`config.mk`:
```
export PLATFORM = sky130hd
export DESIGN_NAME = cbfp_blk_window
export DESIGN_NICKNAME = d
export VERILOG_FILES = /design/src/rtl/cbfp_pkg.sv /design/src/rtl/cbfp_rsb_cnt.sv /design/src/rtl/cbfp_blk_window.sv
export SDC_FILE = /design/constraint.sdc
export NUM_CORES = 1
export LEC_CHECK = 0
export ABC_CLOCK_PERIOD_IN_PS = 2160
export BUFFER_PORTS_ARGS = -buffer_cell sky130_fd_sc_hd__buf_2
export CAP_MARGIN = 20
export CORE_ASPECT_RATIO = 0.7
export CORE_MARGIN = 4
export CORE_UTILIZATION = 40
export DETAILED_ROUTE_END_ITERATION = 8
export PLACE_DENSITY_LB_ADDON = 0.05
export SLEW_MARGIN = 20
export SYNTH_ARGS = -nofsm -noshare
export SYNTH_HDL_FRONTEND = slang
export SYNTH_SLANG_ARGS = --single-unit
```
`constraint.sdc`:
```
create_clock -name clk -period 2.16 [get_ports clk]
set_clock_uncertainty 0.05 [all_clocks]
set_input_delay 0.432 -clock clk [delete_from_list [all_inputs] [get_ports clk]]
set_output_delay 0.432 -clock clk [all_outputs]
set_load 0.02 [all_outputs]
```
`src/rtl/cbfp_pkg.sv`:
```
// cbfp_pkg
//   Shared types and width helpers for the CBFP block window.
//   - state_t       : block-collection FSM state (EMPTY / FILL)
//   - shift_width() : width of a redundant-sign-bit count for a given sample width
//   - cnt_width()   : width of a beat counter able to hold 0..depth
//   - shift_max()   : largest possible redundant-sign-bit count (sample width - 1)
package cbfp_pkg;

  typedef enum logic {
    ST_EMPTY = 1'b0,
    ST_FILL  = 1'b1
  } state_t;

  function automatic int shift_width(input int data_width);
    return $clog2(data_width);
  endfunction

  function automatic int cnt_width(input int depth);
    return $clog2(depth + 1);
  endfunction

  function automatic int shift_max(input int data_width);
    return data_width - 1;
  endfunction

endpackage

```
`src/rtl/cbfp_rsb_cnt.sv`:
```
// cbfp_rsb_cnt
//   Combinational redundant-sign-bit counter for one signed sample.
//   Counts the leading bits equal to the MSB, minus one, so the result
//   spans 0..DATA_WIDTH-1 and both 0 and -1 give DATA_WIDTH-1.
// Ports:
//   sample  in   signed [DATA_WIDTH-1:0]  sample to inspect
//   rsb     out  [SHIFT_W-1:0]            redundant sign bits
module cbfp_rsb_cnt
  import cbfp_pkg::*;
#(
  parameter int  DATA_WIDTH = 5,
  localparam int SHIFT_W    = shift_width(DATA_WIDTH)
) (
  input  logic signed [DATA_WIDTH-1:0] sample,
  output logic        [SHIFT_W-1:0]    rsb
);

  // Walk down from the bit just below the MSB; stop at the first bit that
  // differs from the sign.
  always_comb begin
    int   run;
    logic stop;
    run  = 0;
    stop = 1'b0;
    for (int b = DATA_WIDTH - 2; b >= 0; b--) begin
      if (!stop && (sample[b] == sample[DATA_WIDTH-1])) begin
        run = run + 1;
      end else begin
        stop = 1'b1;
      end
    end
    rsb = SHIFT_W'(run);
  end

endmodule

```
`src/rtl/cbfp_blk_window.sv`:
```
// cbfp_blk_window
//   Collects REG_DEPTH valid beats of LANES complex samples into one block
//   and computes the block's common normalization shift (minimum redundant
//   sign bits over every I and Q sample of the block). On completion the
//   block and its shift are presented together for one cycle.
//
//   Optional feature (macro CBFP_BLK_CNT_EN): adds a 16-bit wrapping block
//   counter output blk_idx, updated on the completing edge, cleared by clr.
//
// Ports:
//   clk        in   clock
//   rstn       in   asynchronous active-low reset
//   clr        in   synchronous block restart (window data kept)
//   din_valid  in   beat qualifier
//   din_i/q    in   LANES signed input samples
//   dout_i/q   out  window per lane, index 0 newest
//   blk_valid  out  one-cycle pulse, block complete
//   blk_shift  out  block normalization shift, held until next block
//   fill_cnt   out  beats held in the current block
//   blk_idx    out  (CBFP_BLK_CNT_EN only) completed-block count
//
// FSM states
//   state    | meaning
//   ---------+-----------------------------------------------
//   ST_EMPTY | no beats of the current block held, fill_cnt 0
//   ST_FILL  | 1..REG_DEPTH-1 beats of the current block held
module cbfp_blk_window
  import cbfp_pkg::*;
#(
  parameter int  DATA_WIDTH = 5,
  parameter int  REG_DEPTH  = 4,
  parameter int  LANES      = 2,
  parameter int  SHIFT_W    = shift_width(DATA_WIDTH),
  localparam int CNT_W      = cnt_width(REG_DEPTH)
) (
  input  logic                         clk,
  input  logic                         rstn,
  input  logic                         clr,
  input  logic                         din_valid,
  input  logic signed [DATA_WIDTH-1:0] din_i  [0:LANES-1],
  input  logic signed [DATA_WIDTH-1:0] din_q  [0:LANES-1],
  output logic signed [DATA_WIDTH-1:0] dout_i [0:LANES-1][0:REG_DEPTH-1],
  output logic signed [DATA_WIDTH-1:0] dout_q [0:LANES-1][0:REG_DEPTH-1],
  output logic                         blk_valid,
  output logic        [SHIFT_W-1:0]    blk_shift,
  output logic        [CNT_W-1:0]      fill_cnt
`ifdef CBFP_BLK_CNT_EN
  ,
  output logic        [15:0]           blk_idx
`endif
);

  localparam logic [SHIFT_W-1:0] SHIFT_MAX = SHIFT_W'(shift_max(DATA_WIDTH));
  localparam logic [CNT_W-1:0]   LAST_CNT  = CNT_W'(REG_DEPTH - 1);

  logic [SHIFT_W-1:0] rsb_i [0:LANES-1];
  logic [SHIFT_W-1:0] rsb_q [0:LANES-1];
  logic [SHIFT_W-1:0] bm;
  logic [SHIFT_W-1:0] run_min;
  logic [SHIFT_W-1:0] run_min_nxt;
  logic               last_beat;
  state_t             state;

  for (genvar l = 0; l < LANES; l++) begin : g_lane
    cbfp_rsb_cnt #(.DATA_WIDTH(DATA_WIDTH)) u_rsb_i (
      .sample (din_i[l]),
      .rsb    (rsb_i[l])
    );
    cbfp_rsb_cnt #(.DATA_WIDTH(DATA_WIDTH)) u_rsb_q (
      .sample (din_q[l]),
      .rsb    (rsb_q[l])
    );
  end

  // Beat metric: smallest headroom over all lanes and both components.
  always_comb begin
    bm = SHIFT_MAX;
    for (int l = 0; l < LANES; l++) begin
      if (rsb_i[l] < bm) bm = rsb_i[l];
      if (rsb_q[l] < bm) bm = rsb_q[l];
    end
  end

  assign run_min_nxt = (bm < run_min) ? bm : run_min;

  // Only reachable from FILL because a block always has at least two beats.
  assign last_beat = din_valid && (state == ST_FILL) && (fill_cnt == LAST_CNT);

  // Window shift register; clr deliberately leaves the data alone.
  always_ff @(posedge clk or negedge rstn) begin
    if (!rstn) begin
      for (int l = 0; l < LANES; l++) begin
        for (int k = 0; k < REG_DEPTH; k++) begin
          dout_i[l][k] <= '0;
          dout_q[l][k] <= '0;
        end
      end
    end else if (din_valid) begin
      for (int l = 0; l < LANES; l++) begin
        dout_i[l][0] <= din_i[l];
        dout_q[l][0] <= din_q[l];
        for (int k = 1; k < REG_DEPTH; k++) begin
          dout_i[l][k] <= dout_i[l][k-1];
          dout_q[l][k] <= dout_q[l][k-1];
        end
      end
    end
  end

  // Block-collection FSM with registered outputs.
  always_ff @(posedge clk or negedge rstn) begin
    if (!rstn) begin
      state     <= ST_EMPTY;
      fill_cnt  <= '0;
      run_min   <= SHIFT_MAX;
      blk_valid <= 1'b0;
      blk_shift <= '0;
`ifdef CBFP_BLK_CNT_EN
      blk_idx   <= '0;
`endif
    end else begin
      blk_valid <= 1'b0;
      if (clr) begin
        // A beat arriving with clr becomes beat 1 of a fresh block; clr also
        // suppresses a completion that would otherwise happen on this edge.
        state    <= din_valid ? ST_FILL : ST_EMPTY;
        fill_cnt <= din_valid ? CNT_W'(1) : '0;
        run_min  <= din_valid ? bm : SHIFT_MAX;
`ifdef CBFP_BLK_CNT_EN
        blk_idx  <= '0;
`endif
      end else if (din_valid) begin
        case (state)
          ST_EMPTY: begin
            state    <= ST_FILL;
            fill_cnt <= CNT_W'(1);
            run_min  <= run_min_nxt;
          end
          ST_FILL: begin
            if (last_beat) begin
              state     <= ST_EMPTY;
              fill_cnt  <= '0;
              run_min   <= SHIFT_MAX;
              blk_valid <= 1'b1;
              blk_shift <= run_min_nxt;
`ifdef CBFP_BLK_CNT_EN
              blk_idx   <= blk_idx + 16'd1;
`endif
            end else begin
              fill_cnt <= fill_cnt + CNT_W'(1);
              run_min  <= run_min_nxt;
            end
          end
          default: begin
            state    <= ST_EMPTY;
            fill_cnt <= '0;
            run_min  <= SHIFT_MAX;
          end
        endcase
      end
    end
  end

endmodule

```
==> out/qor.log, run 1 <==
[global_routing] number of global-route vias before repair 3281
[logic_synthesis] mean post-synth cell area 12.1 um^2
[die] std cell rows 31
[worst_setup_path] category of the critical setup timing path in2reg
[logic_synthesis] flop and latch count out of synthesis 91
[worst_hold_path] Min-Delay Startpoint din_q[8]
[final_layout] Area growth, synth to finish 38.8%
[sta] Period Utilization, post-route 1.75
[cts] clk sinks 91
[sta] Final Hold Viols 0
[worst_setup_path] Worst R2R Setup Slack 190 ps
[worst_setup_path] Critical Path AT 4000 ps
[worst_setup_path] Worst R2R Start fill_cnt[0]
[logic_synthesis] number of enable-type register cells in the synthesized netlist 0
[logic_synthesis] Synthesized Nets 403
[pwr] final total power 5.02 mW
[logic_synthesis] Syn. warnings 0
[final_layout] # fillers 914
[cts] Bufs on Longest Clock Path 2
[cts] clock latency of the later-clocked register in the worst-skew pair 340 ps
[logic_synthesis] synthesized cell area 4400 um^2
[cts] clock root buffer master clkbuf_16
[worst_setup_path] end of the worst register-to-register path run_min[0]
[outcome] result of the run finished with violations
[sta] unrepaired setup endpoints after global routing true
[route] Total Routed Length 9630 um
[sta] Setup violations, final 6
[global_routing] wire length of the first global-routing pass 15600 um
[global_routing] largest net degree at the start of global routing 48
[global_routing] leftover overflow at the end of global routing 0
[global_routing] initial antenna violation count 0
[route] router iterations before antenna repair 4
[die] initial cell density of the core 0.417
[worst_setup_path] CP cell instances buf_8 -> or2_4 -> a21oi_2 -> o21bai_4 -> ha_4 -> o21ai_2 -> inv_1 -> ha_2 -> a21o_1 -> a31oi_2 -> mux2_4 -> ha_4 -> nor2_4 -> nor2_2 -> or2_4 -> a21oi_4 -> a311oi_4 -> or4b_1 -> a31oi_1 -> a311o_1
[logic_synthesis] number of standard cells after synthesis 365
[cts] clock tree from TritonCTS done
[job] max-cap viol count 0
[pwr] static leakage 2.89 nW
[final_layout] area of all placed cells without fillers 6110 um^2
[worst_setup_path] worst reg2reg path depth 8
[route] routed via count divided by cell count 4.91
[worst_setup_path] slowest stage delay, CP 490 ps
[place] placement-stage worst setup slack -2000 ps
[final_layout] area of combinational cells with multiple inputs 2210 um^2
[route] count of antenna-violating nets left after detailed routing 0
[worst_setup_path] CP Max Fanout 4
[worst_setup_path] Critical Path Slowest Stage Cell or4b_1
[die] Core Area 10600 um^2
[pwr] VDD IR-drop max 371 uV
[logic_synthesis] fraction of registers with async set or reset after synthesis 1.00
[logic_synthesis] count of cell types in the netlist 55
[final_layout] Nets 576
[sta] transition time of the tightest slew-check pin 508 ps
[die] overall die area 12800 um^2
[worst_setup_path] kind of start point of the critical path input pin
[final_layout] antenna fix cells 0
[global_routing] GRT Total Usage 0.152
[sta] worst-case setup margin in the final layout -1620 ps
[cts] TritonCTS buffer count 9
[die] IO Pins 111
[place] HPWL reported at the end of detailed placement 7140 um
[sta] number of slew-limit violations in the final report 0
[route] drt first-iter violations 114
[sta] min cycle time layout 3780 ps
[final_layout] Reg area 2280 um^2
[sta] Max Freq 265 MHz
[route] Wirelength per Cell 13.9 um
[logic_synthesis] share of synthesized area occupied by flip-flops and latches 0.517
[die] Die Wd 133 um
[final_layout] layout cell share with drive strength beyond 1 0.571
[sta] Total Negative Setup Slacks -8920 ps
[place] final weighted congestion of routability-driven global placement 0.824
[worst_hold_path] worst min-delay path category in2reg
[worst_setup_path] endpoint required time on the critical path 2380 ps
[route] DRC violation count after routing 0
[logic_synthesis] Synth Flop Type dfrtp_1
[sta] relative slew slack 0.661
[cts] H-tree level count 3
[pwr] Cell Pwr Density 821 nW/um^2
[die] Chip Height 95.8 um
[worst_hold_path] Min-Delay Endpoint dout_q[38]
[place] input/output buffers 110
[worst_setup_path] endpoint kind of the worst setup timing path flop
[place] post-place instance area 5600 um^2
[outcome] violated checks setup timing
[route] count of vias placed by the detailed router 3396
[cts] clock transition time at the flip-flop clock pins of the worst setup and hold paths 60 ps
[worst_hold_path] number of stages on the worst hold path 2
[worst_setup_path] Setup crit start din_q[8]
placed cells by master (no fill, tap or decap), drive strengths merged, types with 2 or more instances in the layout:
master and n:
a21boi 2, a21o 4, a21oi 12, a31oi 7
and2 5, and3 4, and3b 2, buf 171
clkbuf 12, clkinvlp 4, dfrtp 90, ha 14
inv 19, mux2 81, nand2 17, nand2b 9
nand3 9, nor2 20, nor2b 2, nor3 6
o211ai 2, o21ai 16, o21bai 2, o22ai 4
or2 7
cell usage after synthesis, drive strengths merged, types with 2 or more instances:
master	instances	area share
and2	5	0.0077
a21o	4	0.0068
o21bai	2	0.0034
nor3	6	0.0068
nand2	17	0.014
dfrtp	90	0.51
o211ai	2	0.0045
and3	4	0.0057
a21boi	2	0.0043
nand2b	9	0.014
clkbuf	10	0.0085
nand3	9	0.010
or2	7	0.011
inv	19	0.016
and3b	2	0.0040
o22ai	4	0.0057
nor2b	2	0.0028
a31oi	7	0.011
a21oi	12	0.017
o21ai	16	0.018
nor2	20	0.017
ha	14	0.040
mux2	81	0.21
critical path: cells and delay by family:
kind            cells  cell delay, ps
mux                 1             340
buf+inv             2             160
simple gates        5            1140
fa+ha+maj           3             640
compound gates      9            1260
metal layers:
| metal | global-route usage | vias up | part of all wire |
|---|---|---|---|
| met2 | 0.234 | 89 | 0.45 |
| met5 | 0 | - | 0 |
| met4 | 0.0505 | 0 | 0.015 |
| met1 | 0.204 | 1631 | 0.48 |
| met3 | 0.0496 | 15 | 0.056 |
| li1 | - | 1661 | - |
what timing repair did:
action | in CTS | in global routing
resized for setup | 11 | 31
endpoints found under the setup margin | 6 | 6
buffers inserted | 2 | 4
hold endpoints to repair | 23 | 0
pin swaps | 9 | 5
hold buffers | 1 | 0
registers in the layout (all words and copies together) (netlist names):
signal     count
fill_cnt       3
run_min        3
blk_shift      3
blk_valid      1
dout_i        40
dout_q        40
state          1
metrics by stage:
| stage | instances | hold slack (ps) | utilization |
|---|---|---|---|
| finish | 691 | 276 | 0.579 |
| global route | 691 | 267 | 0.579 |
| CTS | 687 | 271 | 0.564 |
| detailed placement | 668 | 307 | 0.531 |
| global placement | 668 | 308 | 0.531 |
| floorplan | 365 | 86.4 | - |
power by group:
group | leakage, nW | switching [mW] | internal [mW] | total (mW)
logic | 1.69 | 0.785 | 0.638 | 1.42
registers | 1.08 | 0.166 | 1.98 | 2.15
clock network | 0.124 | 0.634 | 0.812 | 1.45
area by class of cell:
class,instances,share of cell area
Clock buffer,11,0.0397
Multi-Input combinational cell,244,0.361
Tap cell,148,0.0303
Inverter,19,0.0117
Clock inverter,5,0.00634
Timing Repair Buffer,173,0.178
Sequential cell,91,0.373
worst max path at each step:
stage / cells past startpoint / slack (ps) / end
2_1_floorplan: 19 / -1670 / run_min[0]
3_3_place_gp: 20 / -1900 / run_min[0]
3_5_place_dp: 20 / -2000 / run_min[0]
4_1_cts: 20 / -1550 / run_min[0]
5_1_grt: 20 / -1750 / run_min[0]
6_report: 20 / -1620 / run_min[0]
kinds of logic after synthesis:
family                   Yosys count  synth area share
AO/OA/AOI/OAI                     63             0.107
adder cells (fa/ha/maj)           14            0.0398
buffers and inverters             30            0.0256
flip-flops                        91             0.517
multiplexers                      82             0.210
AND/OR/NAND/NOR                   85             0.100
No activity file was read; power rests on OpenSTA's default activity.
==> run 2, diff against run 1 <==
RECOVER_POWER = 25   (was default)
==> out/qor.log, run 2 (synthesized netlist as in run 1, its figures left out) <==
[outcome] violated checks setup timing
[die] Die Wd 133 um [unchanged]
[place] final weighted congestion of routability-driven global placement 0.824 [unchanged]
[cts] clock tree from TritonCTS done
[sta] transition time of the tightest slew-check pin 1130 ps [+626 ps]
[sta] Period Utilization, post-route 1.75 [about the same]
[worst_setup_path] kind of start point of the critical path input pin
[cts] H-tree level count 3 [unchanged]
[final_layout] largest registers dout_i (40), dout_q (40)
[job] max-cap viol count 0 [unchanged]
[global_routing] number of global-route vias before repair 3281 [unchanged]
[cts] clk sinks 91 [unchanged]
[cts] clock root buffer master clkbuf_16
[worst_setup_path] CP cell instances buf_8 -> or2_4 -> a21oi_2 -> o21bai_4 -> ha_4 -> o21ai_2 -> inv_1 -> ha_2 -> a21o_1 -> a31oi_2 -> mux2_4 -> ha_4 -> nor2_4 -> nor2_2 -> or2_4 -> a21oi_4 -> a311oi_4 -> or4b_1 -> a31oi_1 -> a311o_1
[worst_hold_path] worst min-delay path category in2reg
[final_layout] # fillers 919 [+0.55%]
[global_routing] GRT Total Usage 0.152 [unchanged]
[route] Wirelength per Cell 13.9 um [-0.36%]
[final_layout] area of combinational cells with multiple inputs 2210 um^2 [unchanged]
[route] Total Routed Length 9590 um [-0.36%]
[sta] relative slew slack 0.244 [-0.417]
[worst_setup_path] slowest stage delay, CP 490 ps [about the same]
[die] overall die area 12800 um^2 [unchanged]
[worst_setup_path] CP Max Fanout 4 [unchanged]
[die] IO Pins 111 [unchanged]
[route] DRC violation count after routing 0 [unchanged]
[final_layout] layout cell share with drive strength beyond 1 0.569 [-0.00184]
[sta] unrepaired setup endpoints after global routing true
[final_layout] antenna fix cells 0 [unchanged]
[place] input/output buffers 110 [unchanged]
[place] placement-stage worst setup slack -2000 ps [unchanged]
[die] std cell rows 31 [unchanged]
[worst_setup_path] category of the critical setup timing path in2reg
[place] post-place instance area 5600 um^2 [unchanged]
[cts] clock latency of the later-clocked register in the worst-skew pair 340 ps [about the same]
[route] router iterations before antenna repair 4 [unchanged]
[route] count of antenna-violating nets left after detailed routing 0 [unchanged]
[sta] number of slew-limit violations in the final report 0 [unchanged]
[global_routing] initial antenna violation count 0 [unchanged]
[die] initial cell density of the core 0.417 [unchanged]
[outcome] result of the run finished with violations
[cts] Bufs on Longest Clock Path 2 [unchanged]
[route] routed via count divided by cell count 4.91 [about the same]
[worst_setup_path] Critical Path AT 4000 ps [about the same]
[sta] Setup violations, final 6 [unchanged]
[sta] Final Hold Viols 0 [unchanged]
[sta] min cycle time layout 3780 ps [+3.77 ps]
[final_layout] Area growth, synth to finish 38.3%
[cts] clock transition time at the flip-flop clock pins of the worst setup and hold paths 60 ps [about the same]
[pwr] static leakage 2.88 nW [-0.33%]
[die] Chip Height 95.8 um [unchanged]
[sta] Max Freq 264 MHz [about the same]
[global_routing] leftover overflow at the end of global routing 0 [unchanged]
[die] Core Area 10600 um^2 [unchanged]
[final_layout] leading cell type in the layout, fill and taps excluded buf_2
[pwr] Cell Pwr Density 823 nW/um^2 [+0.30%]
[final_layout] Reg area 2280 um^2 [unchanged]
[global_routing] largest net degree at the start of global routing 48 [unchanged]
[route] drt first-iter violations 100 [-12%]
[pwr] VDD IR-drop max 371 uV [about the same]
[route] count of vias placed by the detailed router 3393 [-0.088%]
[worst_setup_path] endpoint kind of the worst setup timing path flop
[worst_setup_path] endpoint required time on the critical path 2380 ps [about the same]
[final_layout] Nets 576 [unchanged]
[global_routing] wire length of the first global-routing pass 15600 um [unchanged]
[cts] TritonCTS buffer count 9 [unchanged]
[worst_setup_path] Critical Path Slowest Stage Cell or4b_1
[final_layout] top library cells by usage in the layout, fill and taps aside 103 x buf_2, 90 x dfrtp_1, 80 x mux2_2
[place] HPWL reported at the end of detailed placement 7140 um [unchanged]
[sta] worst-case setup margin in the final layout -1620 ps [-3.77 ps]
[final_layout] area of all placed cells without fillers 6090 um^2 [-0.35%]
run 2: cell count changes in the layout (fill, tap and decap cells not counted), sizes merged:
cell,delta
buf,-3
clkbuf,+3
run 2: critical path: cells and delay by family:
kind | cells | cell delay [ps]
compound gates | 9 | 1260
simple gates | 5 | 1140
fa+ha+maj | 3 | 640
mux | 1 | 340
buf+inv | 2 | 160
run 2: path summary, 6_finish.rpt:
check,start,endpoint,slack (ps),cells after the start
setup / recovery,din_q[8],run_min[0],-1620,20
max in group asynchronous,rstn,run_min[2],660,3
min in group asynchronous,rstn,dout_q[0],600,2
setup reg to reg,fill_cnt[0],run_min[0],170,8
hold / removal,din_q[8],dout_q[38],280,2
hold reg to reg,blk_shift[2],blk_shift[2],450,2
run 2: power breakdown:
group	internal [mW]	switching, mW	total [mW]
combinational	0.634	0.784	1.42
sequential	1.98	0.167	2.15
clock	0.812	0.635	1.45
run 2: layer usage:
metal,track usage,vias up,part of all wire
met1,0.204,1635,0.47
met4,0.0505,0,0.015
met5,0,-,0
li1,-,1660,-
met3,0.0496,15,0.055
met2,0.234,83,0.46
run 2: layout make-up:
class / count / area share
clock inverters: 5 / 0.00637
repair buffers: 173 / 0.175
clock buffers: 11 / 0.0398
well taps: 148 / 0.0304
flip-flops and latches: 91 / 0.374
multi-input cells: 244 / 0.363
inverters: 19 / 0.0117
run 2: what timing repair did:
item,4_1_cts,5_1_grt
pin swaps,9,5
setup endpoints to repair,6,6
hold buffers,1,0
gates cloned,0,0
endpoints found under the hold margin,23,0
gates resized for setup,11,31
setup buffers,2,4
run 2: per-stage QoR:
| step | TNS [ps] | hold slack, ps | util | power (mW) | std cells |
|---|---|---|---|---|---|
| 2_1_floorplan | -8860 | 86.4 | - | 3.00 | 365 |
| 3_3_place_gp | -10550 | 308 | 0.531 | 3.51 | 668 |
| 3_5_place_dp | -11130 | 307 | 0.531 | 3.55 | 668 |
| 4_1_cts | -8410 | 271 | 0.564 | 5.04 | 687 |
| 5_1_grt | -9750 | 267 | 0.577 | 5.30 | 691 |
| 6_report | -8920 | 276 | 0.577 | 5.01 | 691 |
